File: src/rtl/lamp_command_sequencer.sv
`default_nettype none
// ============================================================================
// lamp_command_sequencer : conditions button/presence/dark inputs and issues
//                          single-cycle command pulses to the lamp FSM
// Revision 1.0
// ============================================================================
module lamp_command_sequencer #(
  parameter int DEBOUNCE_CYCLES   = 4,
  parameter int LONG_PRESS_CYCLES = 16,
  parameter int HOLD_OFF_CYCLES   = 32,
  parameter int GUARD_CYCLES      = 2
) (
  input  logic clk,
  input  logic rst,
  input  logic btn_raw,
  input  logic presence,
  input  logic dark,
  input  logic lamp_on,
  input  logic manual_mode,
  output logic cmd_mode,
  output logic cmd_toggle,
  output logic cmd_off_auto,
  output logic cmd_on_auto
);

  localparam int c_db_w    = $clog2(DEBOUNCE_CYCLES + 1);
  localparam int c_press_w = $clog2(LONG_PRESS_CYCLES + 1);
  localparam int c_timer_w = $clog2(HOLD_OFF_CYCLES + 1);
  localparam int c_guard_w = $clog2(GUARD_CYCLES + 1);

  localparam logic [c_db_w-1:0]    c_db_last   = c_db_w'(DEBOUNCE_CYCLES - 1);
  localparam logic [c_press_w-1:0] c_long_last = c_press_w'(LONG_PRESS_CYCLES - 1);
  localparam logic [c_timer_w-1:0] c_hold      = c_timer_w'(HOLD_OFF_CYCLES);
  localparam logic [c_guard_w-1:0] c_guard     = c_guard_w'(GUARD_CYCLES);

  typedef enum logic [1:0] {
    S_IDLE      = 2'd0,
    S_PRESSED   = 2'd1,
    S_LONG_WAIT = 2'd2
  } press_state_t;

  logic [1:0]           r_btn_sync;
  logic [1:0]           r_pres_sync;
  logic [1:0]           r_dark_sync;
  logic                 w_btn_s;
  logic                 w_pres_s;
  logic                 w_dark_s;
  logic [c_db_w-1:0]    r_db_cnt;
  logic                 r_btn_db;
  press_state_t         r_state;
  press_state_t         w_state_nxt;
  logic [c_press_w-1:0] r_press_cnt;
  logic [c_press_w-1:0] w_press_cnt_nxt;
  logic                 w_long_evt;
  logic                 w_short_evt;
  logic [c_timer_w-1:0] r_timer;
  logic [c_guard_w-1:0] r_guard;
  logic                 r_pend_tog;
  logic                 w_mode_cand;
  logic                 w_tog_cand;
  logic                 w_auto_ok;
  logic                 w_on_req;
  logic                 w_off_req;
  logic                 w_sel_mode;
  logic                 w_sel_tog;
  logic                 w_sel_off;
  logic                 w_sel_on;
  logic                 w_any;
  logic                 w_hold_load;

  always_ff @(posedge clk or posedge rst) begin
    if (rst) begin
      r_btn_sync  <= '0;
      r_pres_sync <= '0;
      r_dark_sync <= '0;
    end else begin
      r_btn_sync  <= {r_btn_sync[0], btn_raw};
      r_pres_sync <= {r_pres_sync[0], presence};
      r_dark_sync <= {r_dark_sync[0], dark};
    end
  end

  assign w_btn_s  = r_btn_sync[1];
  assign w_pres_s = r_pres_sync[1];
  assign w_dark_s = r_dark_sync[1];

  // Debounced level flips only after an unbroken run of disagreeing samples.
  always_ff @(posedge clk or posedge rst) begin
    if (rst) begin
      r_db_cnt <= '0;
      r_btn_db <= 1'b0;
    end else if (w_btn_s == r_btn_db) begin
      r_db_cnt <= '0;
    end else if (r_db_cnt == c_db_last) begin
      r_db_cnt <= '0;
      r_btn_db <= ~r_btn_db;
    end else begin
      r_db_cnt <= r_db_cnt + 1'b1;
    end
  end

  always_ff @(posedge clk or posedge rst) begin
    if (rst) begin
      r_state     <= S_IDLE;
      r_press_cnt <= '0;
    end else begin
      r_state     <= w_state_nxt;
      r_press_cnt <= w_press_cnt_nxt;
    end
  end

  always_comb begin
    w_state_nxt     = r_state;
    w_press_cnt_nxt = r_press_cnt;
    w_long_evt      = 1'b0;
    w_short_evt     = 1'b0;
    case (r_state)
      S_IDLE: begin
        if (r_btn_db) begin
          w_state_nxt     = S_PRESSED;
          w_press_cnt_nxt = c_press_w'(1);
        end
      end
      S_PRESSED: begin
        if (!r_btn_db) begin
          w_short_evt = 1'b1;
          w_state_nxt = S_IDLE;
        end else begin
          w_press_cnt_nxt = r_press_cnt + 1'b1;
          if (r_press_cnt == c_long_last) begin
            w_long_evt  = 1'b1;
            w_state_nxt = S_LONG_WAIT;
          end
        end
      end
      S_LONG_WAIT: begin
        if (!r_btn_db) begin
          w_state_nxt = S_IDLE;
        end
      end
      default: w_state_nxt = S_IDLE;
    endcase
  end

  // Button commands ignore the guard; auto requests are recomputed every cycle.
  assign w_mode_cand = w_long_evt;
  assign w_tog_cand  = (w_short_evt & manual_mode) | r_pend_tog;
  assign w_auto_ok   = ~manual_mode & (r_guard == '0);
  assign w_on_req    = w_auto_ok & w_pres_s & w_dark_s & ~lamp_on;
  assign w_off_req   = w_auto_ok & lamp_on & ~w_pres_s & (r_timer == '0);

  assign w_sel_mode  = w_mode_cand;
  assign w_sel_tog   = w_tog_cand & ~w_mode_cand;
  assign w_sel_off   = w_off_req & ~w_mode_cand & ~w_tog_cand;
  assign w_sel_on    = w_on_req & ~w_off_req & ~w_mode_cand & ~w_tog_cand;
  assign w_any       = w_mode_cand | w_tog_cand | w_off_req | w_on_req;
  assign w_hold_load = ~lamp_on | manual_mode | w_pres_s;

  always_ff @(posedge clk or posedge rst) begin
    if (rst) begin
      cmd_mode     <= 1'b0;
      cmd_toggle   <= 1'b0;
      cmd_off_auto <= 1'b0;
      cmd_on_auto  <= 1'b0;
      r_pend_tog   <= 1'b0;
      r_timer      <= c_hold;
      r_guard      <= '0;
    end else begin
      cmd_mode     <= w_sel_mode;
      cmd_toggle   <= w_sel_tog;
      cmd_off_auto <= w_sel_off;
      cmd_on_auto  <= w_sel_on;
      r_pend_tog   <= w_mode_cand & w_tog_cand;

      if (w_hold_load) begin
        r_timer <= c_hold;
      end else if (r_timer != '0) begin
        r_timer <= r_timer - 1'b1;
      end

      if (w_any) begin
        r_guard <= c_guard;
      end else if (r_guard != '0) begin
        r_guard <= r_guard - 1'b1;
      end
    end
  end

endmodule
`default_nettype wire
File: config.mk
export PLATFORM = sky130hd
export DESIGN_NAME = lamp_command_sequencer
export DESIGN_NICKNAME = d
export VERILOG_FILES = /design/src/rtl/lamp_command_sequencer.sv
export SDC_FILE = /design/constraint.sdc
export NUM_CORES = 1
export LEC_CHECK = 0
export CAP_MARGIN = 20
export CORE_ASPECT_RATIO = 1.1
export CORE_UTILIZATION = 35
export DETAILED_ROUTE_END_ITERATION = 16
export DONT_BUFFER_PORTS = 1
export PLACE_DENSITY_LB_ADDON = 0.25
export SYNTH_ARGS = -nofsm -noshare
export SYNTH_HDL_FRONTEND = slang
export SYNTH_SLANG_ARGS = --single-unit
export TNS_END_PERCENT = 20
File: constraint.sdc
create_clock -name clk -period 2.55 [get_ports clk]
set_clock_uncertainty 0.15 [all_clocks]
set_input_delay 0.51 -clock clk [delete_from_list [all_inputs] [get_ports clk]]
set_output_delay 0.51 -clock clk [all_outputs]
set_load 0.03 [all_outputs]
# Yosys cells after proc, flatten, opt, wreduce, memory -nomap -nowiden
# Index checks and enable logic that the tools add are counted.
# word_totals
register_bits	30
latch_bits	0
ram_bits	0
mem_bits_ro	0
input_bits	7
out_inout_bits	4
wordCells	86
memories	0
# op_classes
add_sub_neg	4
mul	0
div_mod_pow	0
n_lt_le_gt_ge	0
n_eq_ne	9
shifts	0
mux	19
bitwise	29
reduce_logical	11
# ops
operator	count
$and A1 B1 Y1	15
$mux W2	6
$mux W6	2
$mux W5	2
$pmux W5 S2	1
$not A1 Y1	8
$reduce_bool A2 Y1	4
$logic_not A6 Y1	1
$mux W3	2
$ne A2 B2 Y1 const B	3
$or A1 B1 Y1	6
$pmux W2 S3	1
$reduce_and A3 Y1	2
$reduce_bool A6 Y1	1
$sub A6 B1 Y6 const B	1
$add A5 B1 Y5 const B	1
$eq A5 B4 Y1 const B	1
$mux W1	5
$logic_not A2 Y1	2
$add A3 B1 Y3 const B	1
$eq A3 B2 Y1 const B	1
$ne A3 B3 Y1 const B	1
$eq A2 B1 Y1 const B	1
$eq A2 B2 Y1 const B	1
3 further kinds	3

# Depth between registers and ports, before layout
# logic_depth
ltp_word	9
ltp_mapped	6
ltp_nobuf	6

# Worst setup path before layout
# Ideal clock, no wire load.
# synth_timing
path_kind	flip-flop to flip-flop
start	register r_press_cnt[0]
end	register r_guard[0]
setup_ns	0.068
t_arrival_ns	1.641
t_required_ns	2.332
setup_slack_ns	0.691
stages_incl_launch_ff	7
path_buffers	0
period_less_slack_ns	1.859
cell_sequence	dfrtp_1 > ha_1 > and3_1 > ha_1 > mux2_4 > a21o_1 > and4b_1
# synth_between
elab_chain_len	8
word_cells_on_any_way	9
cone_classes	eq/ne (1); mux (4); bitwise (3); reduce/logical (1)
# synth_rtl
element	line_no	source
from (decl)	52	logic [c_press_w-1:0] r_press_cnt;
from (signal assigned)	108	r_press_cnt <= w_press_cnt_nxt;
$eq A5 B4 Y1 *	130	if (r_press_cnt == c_long_last) begin
$mux W1 *	130	
$mux W1 *	125	if (!r_btn_db) begin
$mux W1 *	117	case (r_state)
$or A1 B1 Y1 * (3 in a row)	156	assign w_any = w_mode_cand | w_tog_cand | w_off_req | w_on_req;
$mux W2 or $reduce_bool A2 Y1 (tied branches)	--	
to (signal assigned)	182	r_guard <= c_guard;
to (signal assigned)	184	r_guard <= r_guard - 1'b1;
to (decl)	57	logic [c_guard_w-1:0] r_guard;
# Every way passes the cells marked *; elsewhere a longest branch is shown, timed or not.
# A chain may end at the register's enable or synchronous reset.

# Final worst setup path
# layout_timing
start	register r_press_cnt[0]
end	register r_guard[1]
# Same word-level chain as after synthesis.

==> results.sh <==
export IMPL_root_buffer="clkbuf_8"
export IMPL_slew_headroom=0.6239
export IMPL_cp_data_required_time_ps=2550
export IMPL_dr_first_iter_drc_count=36
export IMPL_ir_drop_mv=0.3375
export IMPL_die_y_um=66.38
export IMPL_final_period_utilization=0.7670
export IMPL_arrival_ps=1960
export IMPL_totalPowerFinal_mw=1.334
export IMPL_synth_top_cell_by_area="dfrtp_1"
export IMPL_start_util=0.3637
export IMPL_slew_violations=0
export IMPL_clk_latency_ps=280
export IMPL_core_region_area_um2=3626
export IMPL_maxCapViolCount=0
export IMPL_leakage_nw=0.6711
export IMPL_cts_num_sinks=30
export IMPL_hold_depth=0
export IMPL_antenna_found_initial=0
export IMPL_synth_area_um2=1319
export IMPL_drc=0
export IMPL_gp_congestion=0.7203
export IMPL_synth_ff_type="dfrtp_1"
export IMPL_ant_nets=0
export IMPL_max_freq_mhz=511.3
export IMPL_r2r_slack_ps=590
export IMPL_rsz0062_at_grt="no"
export IMPL_postCtsSetupBuffers=0
export IMPL_first_pass_iters=4
export IMPL_clock_path_buffers=2
export IMPL_synth_most_common_cell="dfrtp_1"
export IMPL_globalRouteOverflowTotal=0
export IMPL_htree_levels=2
export IMPL_tightestPinTransition_ps=559.8
export IMPL_hpwl_mm=1.572
export IMPL_avgSynthCellArea_um2=11.08
export IMPL_grt_max_degree=21
export IMPL_ys_warn_count=0
export IMPL_critPathLaunchType="flip-flop"
export IMPL_synth_edff_count=0
export IMPL_io_pins=11
export IMPL_syn_nets=132
export IMPL_yosys_top_cells_count="dfrtp_1 (29), inv_1 (7), nand2_1 (7), nor2_1 (7), nor3_1 (7)"
export IMPL_finalSetupTns_ps=0
export IMPL_hold_path_class="input pin to flip-flop"
export IMPL_nets=139
export IMPL_ys_async_sr_fraction=1.000
export IMPL_cts_buffers=5
export IMPL_outcome="finished, final reports clean"
export IMPL_row_count=23
export IMPL_yosys_cell_types_count=30
export IMPL_diodes=0
export IMPL_post_synth_top_area_fraction=0.5503
export IMPL_power_density_nw_per_um2=904.2
export IMPL_cts_tree="done"
export IMPL_hold_violations=0
export IMPL_reg2reg_from="r_press_cnt[0]"
export IMPL_drt_wirelength_per_cell_um=11.77
export IMPL_via_per_inst=4.927
export IMPL_final_setup_viol_count=0
export IMPL_cts_repair_resize_count=0
export IMPL_ys_top_cells_by_area="dfrtp_1 (55%), ha_1 (5.7%), nor2b_1 (2.8%)"
export IMPL_die_w_um=60.53
export IMPL_fill_cells=368
export IMPL_vias=872
export IMPL_portBuffers=0
export IMPL_ff2ff_path_depth=6
export IMPL_drive_above_1_share=0.08661
export IMPL_grt_first_pass_wirelength_mm=3.574
export IMPL_hold_start="dark"
export IMPL_hold_path_end="r_dark_sync[0]"
export IMPL_track_usage=0.1246
export IMPL_cp_end_kind="flip-flop"
export IMPL_area_growth_pct=11.86
export IMPL_drt_wl_total_mm=2.083
export IMPL_grt_pass1_vias=809
export IMPL_crit_type="flip-flop to flip-flop"
export IMPL_fin_crit_ps=1956
export IMPL_cp_max_fo=4
export IMPL_dieArea_um2=4018
export IMPL_synth_seq_cells=30
export IMPL_r2r_end="r_guard[1]"
export IMPL_syn_inst=119
export IMPL_synth_seq_area_share=0.5702
export IMPL_clkTransAtPathRegs_ps=60
==> layout by cell type (no fill, tap or decap), types with 2 or more instances in the layout <==
cell type	count
nor3b_1	5
nor2_1	7
inv_1	7
clkbuf_8	6
and3_1	2
a21oi_1	5
nand4_1	4
ha_1	6
nand2b_1	3
o21ai_0	6
nor2b_1	6
xnor2_1	4
nand2_1	7
nand3_1	4
o31ai_1	2
nor3_1	7
a21boi_0	2
dfrtp_1	29
==> logic make-up (layout without fill, tap and decap cells) <==
| logic type | after synthesis | in the layout | share of synthesized area |
|---|---|---|---|
| and+or+nand+nor | 49 | 49 | 0.2049 |
| DFF | 30 | 30 | 0.5702 |
| AOI/OAI and AO/OA | 18 | 18 | 0.08254 |
| xor gates and xnor gates | 4 | 4 | 0.02656 |
| adders and majority gates | 6 | 6 | 0.05692 |
| buffers and inverters | 9 | 17 | 0.03131 |
| muxes | 3 | 3 | 0.02751 |
==> flip-flops by register name (all words and copies together), names as in the netlist <==
register and cells:
r_db_cnt 3, r_btn_sync 2, r_pend_tog 1, r_press_cnt 5, r_state 2, cmd_toggle 1
cmd_mode 1, cmd_off_auto 1, r_dark_sync 2, r_guard 2, r_pres_sync 2, r_btn_db 1
cmd_on_auto 1, r_timer 6
==> routing by layer <==
layer,routed length (µm),part of all wire,track usage,up-vias
met5,0,0,0,-
met4,46,0.022,0.05966,0
met3,106,0.051,0.06067,6
met2,946,0.45,0.1827,14
met1,983,0.47,0.1506,426
li1,-,-,-,426
==> layout make-up <==
class	instances	area, µm²	share of cell area
clock buffers	7	86.33	0.05852
well taps	50	62.56	0.04241
multi-input cells	80	525.5	0.3562
flip-flops and latches	30	752.0	0.5098
clock inverters	1	5.005	0.003393
repair buffers	2	17.52	0.01187
inverters	7	26.28	0.01781
==> per-stage QoR <==
step | std cells | util | cell area (µm²) | setup WS, ps | hold slack, ps
global route | 177 | 0.4068 | 1475 | 501.5 | 88.05
floorplan | 119 | - | 1319 | 690.9 | 181.2
detailed placement | 168 | 0.3789 | 1374 | 588.2 | 188.1
finish | 177 | 0.4068 | 1475 | 594.1 | 104.7
CTS | 177 | 0.4068 | 1475 | 584.8 | 96.15
global placement | 168 | 0.3789 | 1374 | 638.5 | 183.4
==> worst max-delay path by stage <==
| stage | start | endpoint | slack (ps) | cells past startpoint |
|---|---|---|---|---|
| 6_report | r_press_cnt[0] | r_guard[1] | 590 | 6 |
| 5_1_grt | r_press_cnt[0] | r_guard[1] | 500 | 6 |
| 4_1_cts | r_press_cnt[0] | r_guard[1] | 580 | 6 |
| 3_5_place_dp | r_press_cnt[0] | r_guard[1] | 590 | 6 |
| 3_3_place_gp | r_press_cnt[0] | r_guard[0] | 640 | 6 |
| 2_1_floorplan | r_press_cnt[0] | r_guard[0] | 690 | 6 |
==> power breakdown <==
group	internal (mW)	switching [mW]
Sequential	0.560	0.0845
Clock	0.217	0.171
Combinational	0.149	0.153
==> what timing repair did <==
action                                  4_1_cts  5_1_grt
hold buffers                                  1        0
endpoints found under the setup margin        0        0
hold endpoints to repair                     10        0
==> critical path: stages, from the launching register on <==
cell and delay (ps):
dfrtp_1 410, ha_1 230, and3_1 190, ha_1 220
mux2_4 260, a21o_1 210, nand4b_1 170
No activity file was read; power rests on OpenSTA's default activity.
